File: src/rtl/module_alu_seq.sv
// Multi-cycle ALU with a start/done handshake: single-cycle arithmetic ops and an
// iterative sign-magnitude shift-add multiplier, all results and flags registered.
module module_alu_seq #(
    parameter int WIDTH = 16,
    parameter int IMM_W = 6
) (
    input  logic             clk,
    input  logic             rst,
    input  logic             start,
    input  logic [2:0]       opcode,
    input  logic             sinalImm,
    input  logic [IMM_W-1:0] Imm,
    input  logic [WIDTH-1:0] v1ULA,
    input  logic [WIDTH-1:0] v2ULA,
    output logic [WIDTH-1:0] valorGuardarULA,
    output logic             busy,
    output logic             done,
    output logic             zero,
    output logic             overflow
);
    localparam int ACC_W = WIDTH + IMM_W;
    localparam int CNT_W = $clog2(IMM_W + 1);
    localparam logic [ACC_W-1:0] MUL_LIM = ACC_W'(1) << (WIDTH - 1);

    localparam logic [2:0] OP_LOAD    = 3'b000;
    localparam logic [2:0] OP_ADD     = 3'b001;
    localparam logic [2:0] OP_ADDI    = 3'b010;
    localparam logic [2:0] OP_SUB     = 3'b011;
    localparam logic [2:0] OP_SUBI    = 3'b100;
    localparam logic [2:0] OP_MUL     = 3'b101;
    localparam logic [2:0] OP_CLEAR   = 3'b110;
    localparam logic [2:0] OP_DISPLAY = 3'b111;

    typedef enum logic [1:0] {S_IDLE = 2'd0, S_EXEC = 2'd1, S_MUL = 2'd2, S_DONE = 2'd3} state_t;

    state_t state_q, state_d;
    logic busy_q, busy_d, done_q, done_d;
    logic [2:0]       op_q, op_d;
    logic             sgn_q, sgn_d;
    logic [IMM_W-1:0] imm_q, imm_d;
    logic [WIDTH-1:0] v1_q, v1_d, v2_q, v2_d;
    logic [WIDTH-1:0] res_q, res_d;
    logic             zero_q, zero_d, ovf_q, ovf_d;
    logic [ACC_W-1:0] acc_q, acc_d;
    logic [CNT_W-1:0] cnt_q, cnt_d;

    logic             accept_s, mul_last_s, finish_s, new_ovf_s, mul_neg_s, mul_ovf_s;
    logic [WIDTH-1:0] immv_s, mag_s, mul_lo_s, mul_res_s, new_res_s;
    logic [WIDTH-1:0] add_s, addi_s, sub_s, subi_s;
    logic [ACC_W-1:0] partial_s, acc_sum_s;

    function automatic logic [WIDTH-1:0] imm_value(input logic sgn, input logic [IMM_W-1:0] mag);
        logic [WIDTH-1:0] ext;
        ext = {{(WIDTH-IMM_W){1'b0}}, mag};
        return sgn ? (-ext) : ext;
    endfunction

    function automatic logic add_ovf(input logic [WIDTH-1:0] a, input logic [WIDTH-1:0] b,
                                     input logic [WIDTH-1:0] s);
        return (a[WIDTH-1] == b[WIDTH-1]) && (s[WIDTH-1] != a[WIDTH-1]);
    endfunction

    function automatic logic sub_ovf(input logic [WIDTH-1:0] a, input logic [WIDTH-1:0] b,
                                     input logic [WIDTH-1:0] d);
        return (a[WIDTH-1] != b[WIDTH-1]) && (d[WIDTH-1] != a[WIDTH-1]);
    endfunction

    assign accept_s   = start && ((state_q == S_IDLE) || (state_q == S_DONE));
    assign mul_last_s = (cnt_q == CNT_W'(IMM_W - 1));
    assign immv_s     = imm_value(sgn_q, imm_q);
    assign add_s      = v1_q + v2_q;
    assign addi_s     = v1_q + immv_s;
    assign sub_s      = v1_q - v2_q;
    assign subi_s     = v1_q - immv_s;
    // Multiplier works on |v1| (0x8000 maps to unsigned 32768) and reapplies the sign at the end.
    assign mag_s      = v1_q[WIDTH-1] ? (-v1_q) : v1_q;
    assign partial_s  = {{IMM_W{1'b0}}, mag_s} << cnt_q;
    assign acc_sum_s  = acc_q + (imm_q[cnt_q] ? partial_s : {ACC_W{1'b0}});
    assign mul_neg_s  = v1_q[WIDTH-1] ^ sgn_q;
    assign mul_lo_s   = acc_sum_s[WIDTH-1:0];
    assign mul_res_s  = mul_neg_s ? (-mul_lo_s) : mul_lo_s;
    assign mul_ovf_s  = mul_neg_s ? (acc_sum_s > MUL_LIM) : (acc_sum_s >= MUL_LIM);

    // State and handshake output registers
    always_ff @(posedge clk) begin
        if (rst) begin
            state_q <= S_IDLE;
            busy_q  <= 1'b0;
            done_q  <= 1'b0;
        end else begin
            state_q <= state_d;
            busy_q  <= busy_d;
            done_q  <= done_d;
        end
    end

    // Next-state logic
    always_comb begin
        state_d = state_q;
        case (state_q)
            S_IDLE, S_DONE: begin
                if (start) begin
                    state_d = (opcode == OP_MUL) ? S_MUL : S_EXEC;
                end else begin
                    state_d = S_IDLE;
                end
            end
            S_EXEC: state_d = S_DONE;
            S_MUL: begin
                if (mul_last_s) begin
                    state_d = S_DONE;
                end else begin
                    state_d = S_MUL;
                end
            end
            default: state_d = S_IDLE;
        endcase
    end

    // Handshake outputs follow the upcoming state so they come straight from flops
    always_comb begin
        busy_d = (state_d == S_EXEC) || (state_d == S_MUL);
        done_d = (state_d == S_DONE);
    end

    // Datapath next values: operand capture, multiplier iteration, result/flag update
    always_comb begin
        op_d      = op_q;
        sgn_d     = sgn_q;
        imm_d     = imm_q;
        v1_d      = v1_q;
        v2_d      = v2_q;
        acc_d     = acc_q;
        cnt_d     = cnt_q;
        res_d     = res_q;
        zero_d    = zero_q;
        ovf_d     = ovf_q;
        finish_s  = 1'b0;
        new_res_s = res_q;
        new_ovf_s = 1'b0;
        case (state_q)
            S_EXEC: begin
                finish_s = 1'b1;
                case (op_q)
                    OP_LOAD:    new_res_s = immv_s;
                    OP_ADD:     begin new_res_s = add_s;  new_ovf_s = add_ovf(v1_q, v2_q, add_s);    end
                    OP_ADDI:    begin new_res_s = addi_s; new_ovf_s = add_ovf(v1_q, immv_s, addi_s); end
                    OP_SUB:     begin new_res_s = sub_s;  new_ovf_s = sub_ovf(v1_q, v2_q, sub_s);    end
                    OP_SUBI:    begin new_res_s = subi_s; new_ovf_s = sub_ovf(v1_q, immv_s, subi_s); end
                    OP_CLEAR:   new_res_s = {WIDTH{1'b0}};
                    OP_DISPLAY: new_res_s = res_q;
                    default:    new_res_s = res_q;
                endcase
            end
            S_MUL: begin
                acc_d = acc_sum_s;
                cnt_d = cnt_q + CNT_W'(1);
                if (mul_last_s) begin
                    finish_s  = 1'b1;
                    new_res_s = mul_res_s;
                    new_ovf_s = mul_ovf_s;
                end else begin
                    finish_s  = 1'b0;
                end
            end
            default: finish_s = 1'b0;
        endcase
        if (finish_s) begin
            res_d  = new_res_s;
            zero_d = (new_res_s == {WIDTH{1'b0}});
            ovf_d  = new_ovf_s;
        end else begin
            res_d  = res_q;
        end
        if (accept_s) begin
            op_d  = opcode;
            sgn_d = sinalImm;
            imm_d = Imm;
            v1_d  = v1ULA;
            v2_d  = v2ULA;
            acc_d = {ACC_W{1'b0}};
            cnt_d = {CNT_W{1'b0}};
        end else begin
            op_d  = op_q;
        end
    end

    // Datapath registers
    always_ff @(posedge clk) begin
        if (rst) begin
            op_q   <= 3'b000;
            sgn_q  <= 1'b0;
            imm_q  <= {IMM_W{1'b0}};
            v1_q   <= {WIDTH{1'b0}};
            v2_q   <= {WIDTH{1'b0}};
            acc_q  <= {ACC_W{1'b0}};
            cnt_q  <= {CNT_W{1'b0}};
            res_q  <= {WIDTH{1'b0}};
            zero_q <= 1'b0;
            ovf_q  <= 1'b0;
        end else begin
            op_q   <= op_d;
            sgn_q  <= sgn_d;
            imm_q  <= imm_d;
            v1_q   <= v1_d;
            v2_q   <= v2_d;
            acc_q  <= acc_d;
            cnt_q  <= cnt_d;
            res_q  <= res_d;
            zero_q <= zero_d;
            ovf_q  <= ovf_d;
        end
    end

    assign valorGuardarULA = res_q;
    assign busy            = busy_q;
    assign done            = done_q;
    assign zero            = zero_q;
    assign overflow        = ovf_q;

endmodule
File: config.mk
export PLATFORM = sky130hd
export DESIGN_NAME = module_alu_seq
export DESIGN_NICKNAME = d
export VERILOG_FILES = /design/src/rtl/module_alu_seq.sv
export SDC_FILE = /design/constraint.sdc
export NUM_CORES = 1
export LEC_CHECK = 0
export BUFFER_PORTS_ARGS = -buffer_cell sky130_fd_sc_hd__buf_2
export CAP_MARGIN = 15
export CORE_MARGIN = 2
export CORE_UTILIZATION = 50
export CTS_BUF_LIST = sky130_fd_sc_hd__clkbuf_16
export DETAILED_ROUTE_END_ITERATION = 6
export PLACE_DENSITY_LB_ADDON = 0.3
export SLEW_MARGIN = 40
export SYNTH_ARGS = -nofsm -noshare
export SYNTH_HDL_FRONTEND = slang
export SYNTH_SLANG_ARGS = --single-unit
File: constraint.sdc
create_clock -name clk -period 13.2 [get_ports clk]
set_input_delay 3.3 -clock clk [delete_from_list [all_inputs] [get_ports clk]]
set_output_delay 3.3 -clock clk [all_outputs]
set_load 0.005 [all_outputs]
==> run summary, run 1 <==
Largest stage delay on the critical path -> 0.53 ns
Clock sink count -> 89
Setup TNS -> 0 ns
Slowest cell on crit path -> or4_1
Max FO, Critical Path -> 9
Endpoints failing hold -> 0
Port Buffers -> 64
Post-synth EDFFs -> 0
Register bit total from synthesis -> 89
Mapped Area -> 10500 um^2
Worst skew pair latency -> 0.36 ns
Initial antenna violation count -> 0
Synth top area share -> 17.0%
Synth Instances -> 1479
Pwr/cell area -> 105 nW/um^2
Outcome -> completed
Vias in the first global route -> 9745
Critical Path RT -> 13.48 ns
Leak Pwr -> 4.55 nW
Switching part of the total -> 44.4%
Largest net degree at the start of global routing -> 64
Post-route ant nets -> 0
WP data arrival -> 6.60 ns
CTS resizes -> 0
Fillers -> 2042
Count of cell types in the netlist -> 87
Peak VDD IR -> 0.0694 mV
Syn_area_per_cell -> 7.09 um^2
Crit path time final -> 6.32 ns
Grt ovf -> 0
Rows -> 52
CP dominant cell by count -> o21ai_0
Sequential share of the synthesized area -> 17.0%
RSZ-0062 raised after global routing -> false
Slew Limit Headroom -> 42.2%
First-pass GRT wire length -> 53.2 mm
Post-Syn Nets -> 1619
Final #Nets -> 1612
Sequential Power Share -> 27.8%
IO Count -> 65
Post-detail-place hpwl -> 26.3 mm
Slew Limit Fails -> 0
Worst setup slack after layout -> 6.88 ns
# Post-CTS Setup Buffers -> 0
Top delay family on crit path -> compound AO/OA/AOI/OAI gates
Final period util -> 47.9%
H-tree levels -> 3
Root Driver -> clkbuf_16
Cell Chain, Critical Path -> inv_1 > ha_1 > or3b_2 > nor2_1 > nand2_1 > o21ai_0 > o21ai_0 > o21ai_0 > o21ai_0 > o21ai_0 > nor2_1 > a211oi_1 > ha_1 > a21o_1 > a21o_1 > a221o_1 > nor3_1 > nor2_1 > or4_1 > mux2i_1 > a211oi_1 > or4_1 > a221oi_2
Clk pwr share -> 22.7%
CTS tree -> built
WL/cell -> 19.7 um
Total GRT Usage -> 30.5%
Synth Flop Type -> dfxtp_1
Routed WL -> 34.5 mm
Share of layout cells above drive strength 1 -> 9.28%
Placement Setup Slack -> 7.01 ns
Critical path class -> reg -> reg
Top cells by area, synth -> dfxtp_1 17%, ha_1 11%, a21oi_1 7.0%
Initial core utilization -> 51.3%
Die Span Y -> 149 um
Sw power -> 0.521 mW
Core ar. -> 20400 um^2
Diodes inserted -> 0
Startpoint types -> flip-flop
Vias -> 11100
Max_cap viols -> 0
Final GP Congestion -> 0.945
Worst hold path class -> reg -> reg
Worst Path Buf+Inv -> 1
Ys Warns -> 0
Worst Tran Pin Value -> 0.863 ns
Clk buf depth -> 2
Num CTS Buffers -> 9
DR vias/cell -> 6.37
Combinational share of power -> 49.5%
Die W -> 149 um
Synth area leader -> dfxtp_1
Max Freq -> 0.158 GHz
P&R area growth vs syn -> 6.82%
Layout Skew -> 0.00747 ns
Clock-pin slew on the worst setup and hold paths -> 0.07 ns
Hold-fix buffers, CTS -> 0
TritonRoute pass-1 iters -> 5
Residual DRC count -> 0
Final setup vio count -> 0
Total die area -> 22100 um^2
Int Pwr -> 0.651 mW
Worst setup EP type -> flip-flop
FFs w/ async S/R, synth -> 0%
DR iter-0 viols -> 979
placed cells by master (no fill, tap or decap), types with 9 or more instances in the layout:
master     instances
a211oi_1          44
a21o_1            22
a21oi_1          147
a221o_1            9
a31oi_1           13
and2_1            14
and3_1            11
buf_2             64
buf_4             16
clkbuf_16          9
dfxtp_1           87
ha_1              90
inv_1             80
mux2i_1           38
nand2_1          168
nand2b_1          20
nand3_1           33
nor2_1           135
nor2b_1           22
nor3_1            44
o2111ai_1         11
o211ai_1          19
o21a_1            16
o21ai_0           70
o221ai_1          10
o22ai_1            9
o31a_1             9
o31ai_1           13
or2_2             10
or3_1             18
or4_1              9
xnor2_1           36
xor2_1            21
sequential cells by signal (all words and copies together) (netlist names):
name	count
acc_q	22
done	1
v2_q	16
imm_q	6
v1_q	16
op_q	3
overflow	1
cnt_q	3
valorGuardarULA	16
sgn_q	1
busy	1
zero	1
state_q	2
worst register-to-register path, delay by kind of cell, from the launching register on:
family / cells / cell delay [ns]
AND/OR/NAND/NOR: 8 / 2.32
adder cells (fa/ha/maj): 2 / 0.61
buffers and inverters: 1 / 0.22
multiplexers: 1 / 0.16
AO/OA/AOI/OAI: 11 / 2.50
flip-flops: 1 / 0.44
worst paths after layout:
check,start,end,slack [ns],depth (start not counted)
worst min register to register,v2_q[6],v2_q[6],0.47,2
worst max-delay path,v1_q[1],zero,6.88,23
worst max register to register,v1_q[1],zero,6.88,23
worst min-delay path,v2_q[6],v2_q[6],0.47,2
cell families (layout without fill, tap and decap cells):
logic type	Yosys count	after routing	synth area share [%]
AND/OR/NAND/NOR	529	529	24.3
AO/OA/AOI/OAI	481	481	30.9
buffers and inverters	181	178	6.51
adder cells (fa/ha/maj)	95	95	11.7
flip-flops	89	89	17.0
XOR/XNOR	57	57	4.76
multiplexers	47	47	4.81
Yosys cell counts (22+ instances only):
cell,count
nor2b_1,22
xnor2_1,36
mux2i_1,38
nand2_1,169
dfxtp_1,89
clkbuf_1,88
inv_1,80
a211oi_1,44
nand3_1,33
ha_1,90
nor2_1,135
a21o_1,22
nor3_1,44
a21oi_1,147
o21ai_0,70
final cells by class:
type,count,area (um^2),area share [%]
clock buffer,9,225,2.01
clock inverter,6,67.6,0.603
inverter,83,312,2.78
multi-input combinational,1209,8040,71.7
sequential,89,1780,15.9
tap,270,338,3.02
timing repair buffer,80,440,3.93
power groups by stage:
stage | Sequential, mW | Clock (mW) | Combinational (mW)
6_report | 0.326 | 0.266 | 0.581
4_1_cts | 0.325 | 0.268 | 0.567
2_1_floorplan | 0.313 | 0 | 0.432
5_1_grt | 0.328 | 0.278 | 0.636
3_5_place_dp | 0.331 | 0 | 0.563
3_3_place_gp | 0.330 | 0 | 0.556
through the flow:
| stage | area [um^2] | std cells | utilization [%] | power (mW) | hold WS (ns) |
|---|---|---|---|---|---|
| 2_1_floorplan | 10500 | 1479 | - | 0.745 | 0.450 |
| 3_5_place_dp | 10900 | 1731 | 53.4 | 0.895 | 0.467 |
| 3_3_place_gp | 10900 | 1731 | 53.4 | 0.886 | 0.461 |
| 6_report | 11200 | 1746 | 54.8 | 1.17 | 0.472 |
| 5_1_grt | 11200 | 1746 | 54.8 | 1.24 | 0.488 |
| 4_1_cts | 11200 | 1746 | 54.8 | 1.16 | 0.476 |
layer usage:
metal  part of all wire [%]  wire length, um  track usage, %
met5                      0                0               0
met3                    9.5             3270            6.39
met2                     42            14500            45.3
met1                     45            15600            43.8
met4                    3.1             1060            9.76
Note: power is estimated with default switching activity, not from simulation.
==> run 2, diff against run 1 <==
==> constraint.sdc (replaced) <==
create_clock -name clk -period 6.4 [get_ports clk]
set_input_delay 1.6 -clock clk [delete_from_list [all_inputs] [get_ports clk]]
set_output_delay 1.6 -clock clk [all_outputs]
set_load 0.005 [all_outputs]
==> run summary, run 2 (synthesis gave the netlist of run 1 again) <==
IO Count -> 65 (unchanged)
CTS resizes -> 0 (unchanged)
Outcome -> completed (unchanged)
Worst hold slack -> 0.473 ns (was 0.472 ns)
DR iter-0 viols -> 1209 (was 979)
Clk buf depth -> 2 (unchanged)
Initial antenna violation count -> 0 (unchanged)
Clock sink count -> 89 (unchanged)
CP dominant cell by count -> o21ai_0 (unchanged)
Vias -> 11100 (about the same)
Total die area -> 22100 um^2 (unchanged)
WL/cell -> 19.6 um (was 19.7 um)
Worst hold path class -> reg -> reg (unchanged)
Top reg by flops -> acc_q (unchanged)
Slew Limit Headroom -> 43.8% (was 42.2%)
Fin cells -> 1760 (was 1746)
Worst skew pair latency -> 0.36 ns (about the same)
Hold-fix buffers, CTS -> 0 (unchanged)
Num CTS Buffers -> 9 (unchanged)
Max FO, Critical Path -> 9 (unchanged)
Worst setup EP type -> flip-flop (unchanged)
P&R area growth vs syn -> 7.78% (was 6.82%)
Peak VDD IR -> 0.131 mV (was 0.0694 mV)
# Post-CTS Setup Buffers -> 0 (unchanged)
Max reg flops -> 22 (unchanged)
DR vias/cell -> 6.33 (was 6.37)
Worst Tran Pin Value -> 0.821 ns (was 0.863 ns)
Startpoint types -> flip-flop (unchanged)
Rows -> 52 (unchanged)
First-pass GRT wire length -> 53.9 mm (was 53.2 mm)
Die Span Y -> 149 um (unchanged)
Largest stage delay on the critical path -> 0.54 ns (was 0.53 ns)
Cell Chain, Critical Path -> inv_1 > ha_1 > or3b_2 > nor2_1 > nand2_1 > o21ai_0 > o21ai_0 > o21ai_0 > o21ai_0 > o21ai_0 > nor2_1 > a211oi_1 > ha_1 > a21o_1 > a21o_1 > a221o_1 > nor3_2 > nor2_1 > or4_1 > mux2i_1 > a211oi_1 > or4_1 > a221oi_2 (was inv_1 > ha_1 > or3b_2 > nor2_1 > nand2_1 > o21ai_0 > o21ai_0 > o21ai_0 > o21ai_0 > o21ai_0 > nor2_1 > a211oi_1 > ha_1 > a21o_1 > a21o_1 > a221o_1 > nor3_1 > nor2_1 > or4_1 > mux2i_1 > a211oi_1 > or4_1 > a221oi_2)
WP data arrival -> 6.23 ns (was 6.60 ns)
Residual DRC count -> 0 (unchanged)
Commonest non-fill, non-tap cell in the layout -> nand2_1 (unchanged)
Vias in the first global route -> 9819 (was 9745)
Pwr/cell area -> 214 nW/um^2 (was 105 nW/um^2)
Post-detail-place hpwl -> 26.9 mm (was 26.3 mm)
Root Driver -> clkbuf_16 (unchanged)
RSZ-0062 raised after global routing -> false (unchanged)
Worst setup slack after layout -> 0.435 ns (was 6.88 ns)
Routed WL -> 34.6 mm (was 34.5 mm)
Grt ovf -> 0 (unchanged)
Final period util -> 93.2% (was 47.9%)
Layout Skew -> 0.0137 ns (was 0.00747 ns)
Slowest cell on crit path -> or4_1 (unchanged)
Initial core utilization -> 51.3% (unchanged)
Final GP Congestion -> 0.945 (about the same)
Share of layout cells above drive strength 1 -> 10.0% (was 9.28%)
TritonRoute pass-1 iters -> 5 (unchanged)
H-tree levels -> 3 (unchanged)
Leak Pwr -> 4.62 nW (was 4.55 nW)
Final setup vio count -> 0 (unchanged)
Most frequent cells in the layout -> 168 x nand2_1, 147 x a21oi_1, 135 x nor2_1 (unchanged)
Final #Nets -> 1626 (was 1612)
Total GRT Usage -> 30.7% (was 30.5%)
Port Buffers -> 64 (unchanged)
Largest net degree at the start of global routing -> 64 (unchanged)
Slew Limit Fails -> 0 (unchanged)
Max Freq -> 0.168 GHz (was 0.158 GHz)
Placed Instances -> 1744 (was 1731)
Crit path time final -> 5.96 ns (was 6.32 ns)
Diodes inserted -> 0 (unchanged)
Max_cap viols -> 0 (unchanged)
Clock-pin slew on the worst setup and hold paths -> 0.06 ns (was 0.07 ns)
Critical path class -> reg -> reg (unchanged)
CTS tree -> built (unchanged)
Setup TNS -> 0 ns (unchanged)
Total power draw -> 2.42 mW (was 1.17 mW)
Placement Setup Slack -> 0.415 ns (was 7.01 ns)
Endpoints failing hold -> 0 (unchanged)
Critical Path RT -> 6.67 ns (was 13.48 ns)
Post-route ant nets -> 0 (unchanged)
Core ar. -> 20400 um^2 (unchanged)
Die W -> 149 um (unchanged)
-- run 2: critical path: cells and delay by family (launching register included) --
family | cells | cell delay [ns]
and+or+nand+nor | 8 | 2.19
adders and majority gates | 2 | 0.60
DFF | 1 | 0.37
muxes | 1 | 0.15
buffers and inverters | 1 | 0.13
AOI/OAI and AO/OA | 11 | 2.43
-- run 2: area by class of cell --
| type | instances | area, um^2 |
|---|---|---|
| clock buffers | 9 | 225 |
| multi-input cells | 1209 | 8040 |
| inverters | 83 | 312 |
| fillers | 2026 | 9130 |
| well taps | 270 | 338 |
| repair buffers | 94 | 543 |
| clock inverters | 6 | 61.3 |
| flip-flops and latches | 89 | 1780 |
-- run 2: final timing paths --
| path | from | endpoint | slack [ns] | cells past startpoint |
|---|---|---|---|---|
| setup reg to reg | v1_q[0] | zero | 0.44 | 23 |
| hold / removal | v2_q[8] | v2_q[8] | 0.47 | 2 |
| hold reg to reg | v2_q[8] | v2_q[8] | 0.47 | 2 |
| setup / recovery | v1_q[0] | zero | 0.44 | 23 |
-- run 2: metal layers --
metal  GRT usage (%)  wire [um]  part of all wire (%)  vias up
met3            4.98       2870                   8.3       78
met5               0          0                     0        -
met2            46.3      14800                    43      505
met1            44.4      15800                    46     5165
li1                -          -                     -     5392
met4            10.6       1130                   3.3        0
-- run 2: stage by stage --
stage,area [um^2],util [%]
after floorplan,10500,-
after global placement,11000,53.8
after detailed placement,11000,53.8
after CTS,11300,55.2
after global routing,11300,55.3
final,11300,55.3
-- run 2: power by group --
part           internal [mW]  switching, mW  leakage (nW)  total (mW)
clock                  0.299          0.238         0.141       0.537
combinational          0.457          0.766          3.76        1.22
sequential             0.596         0.0640         0.726       0.660
total                   1.35           1.07          4.62        2.42
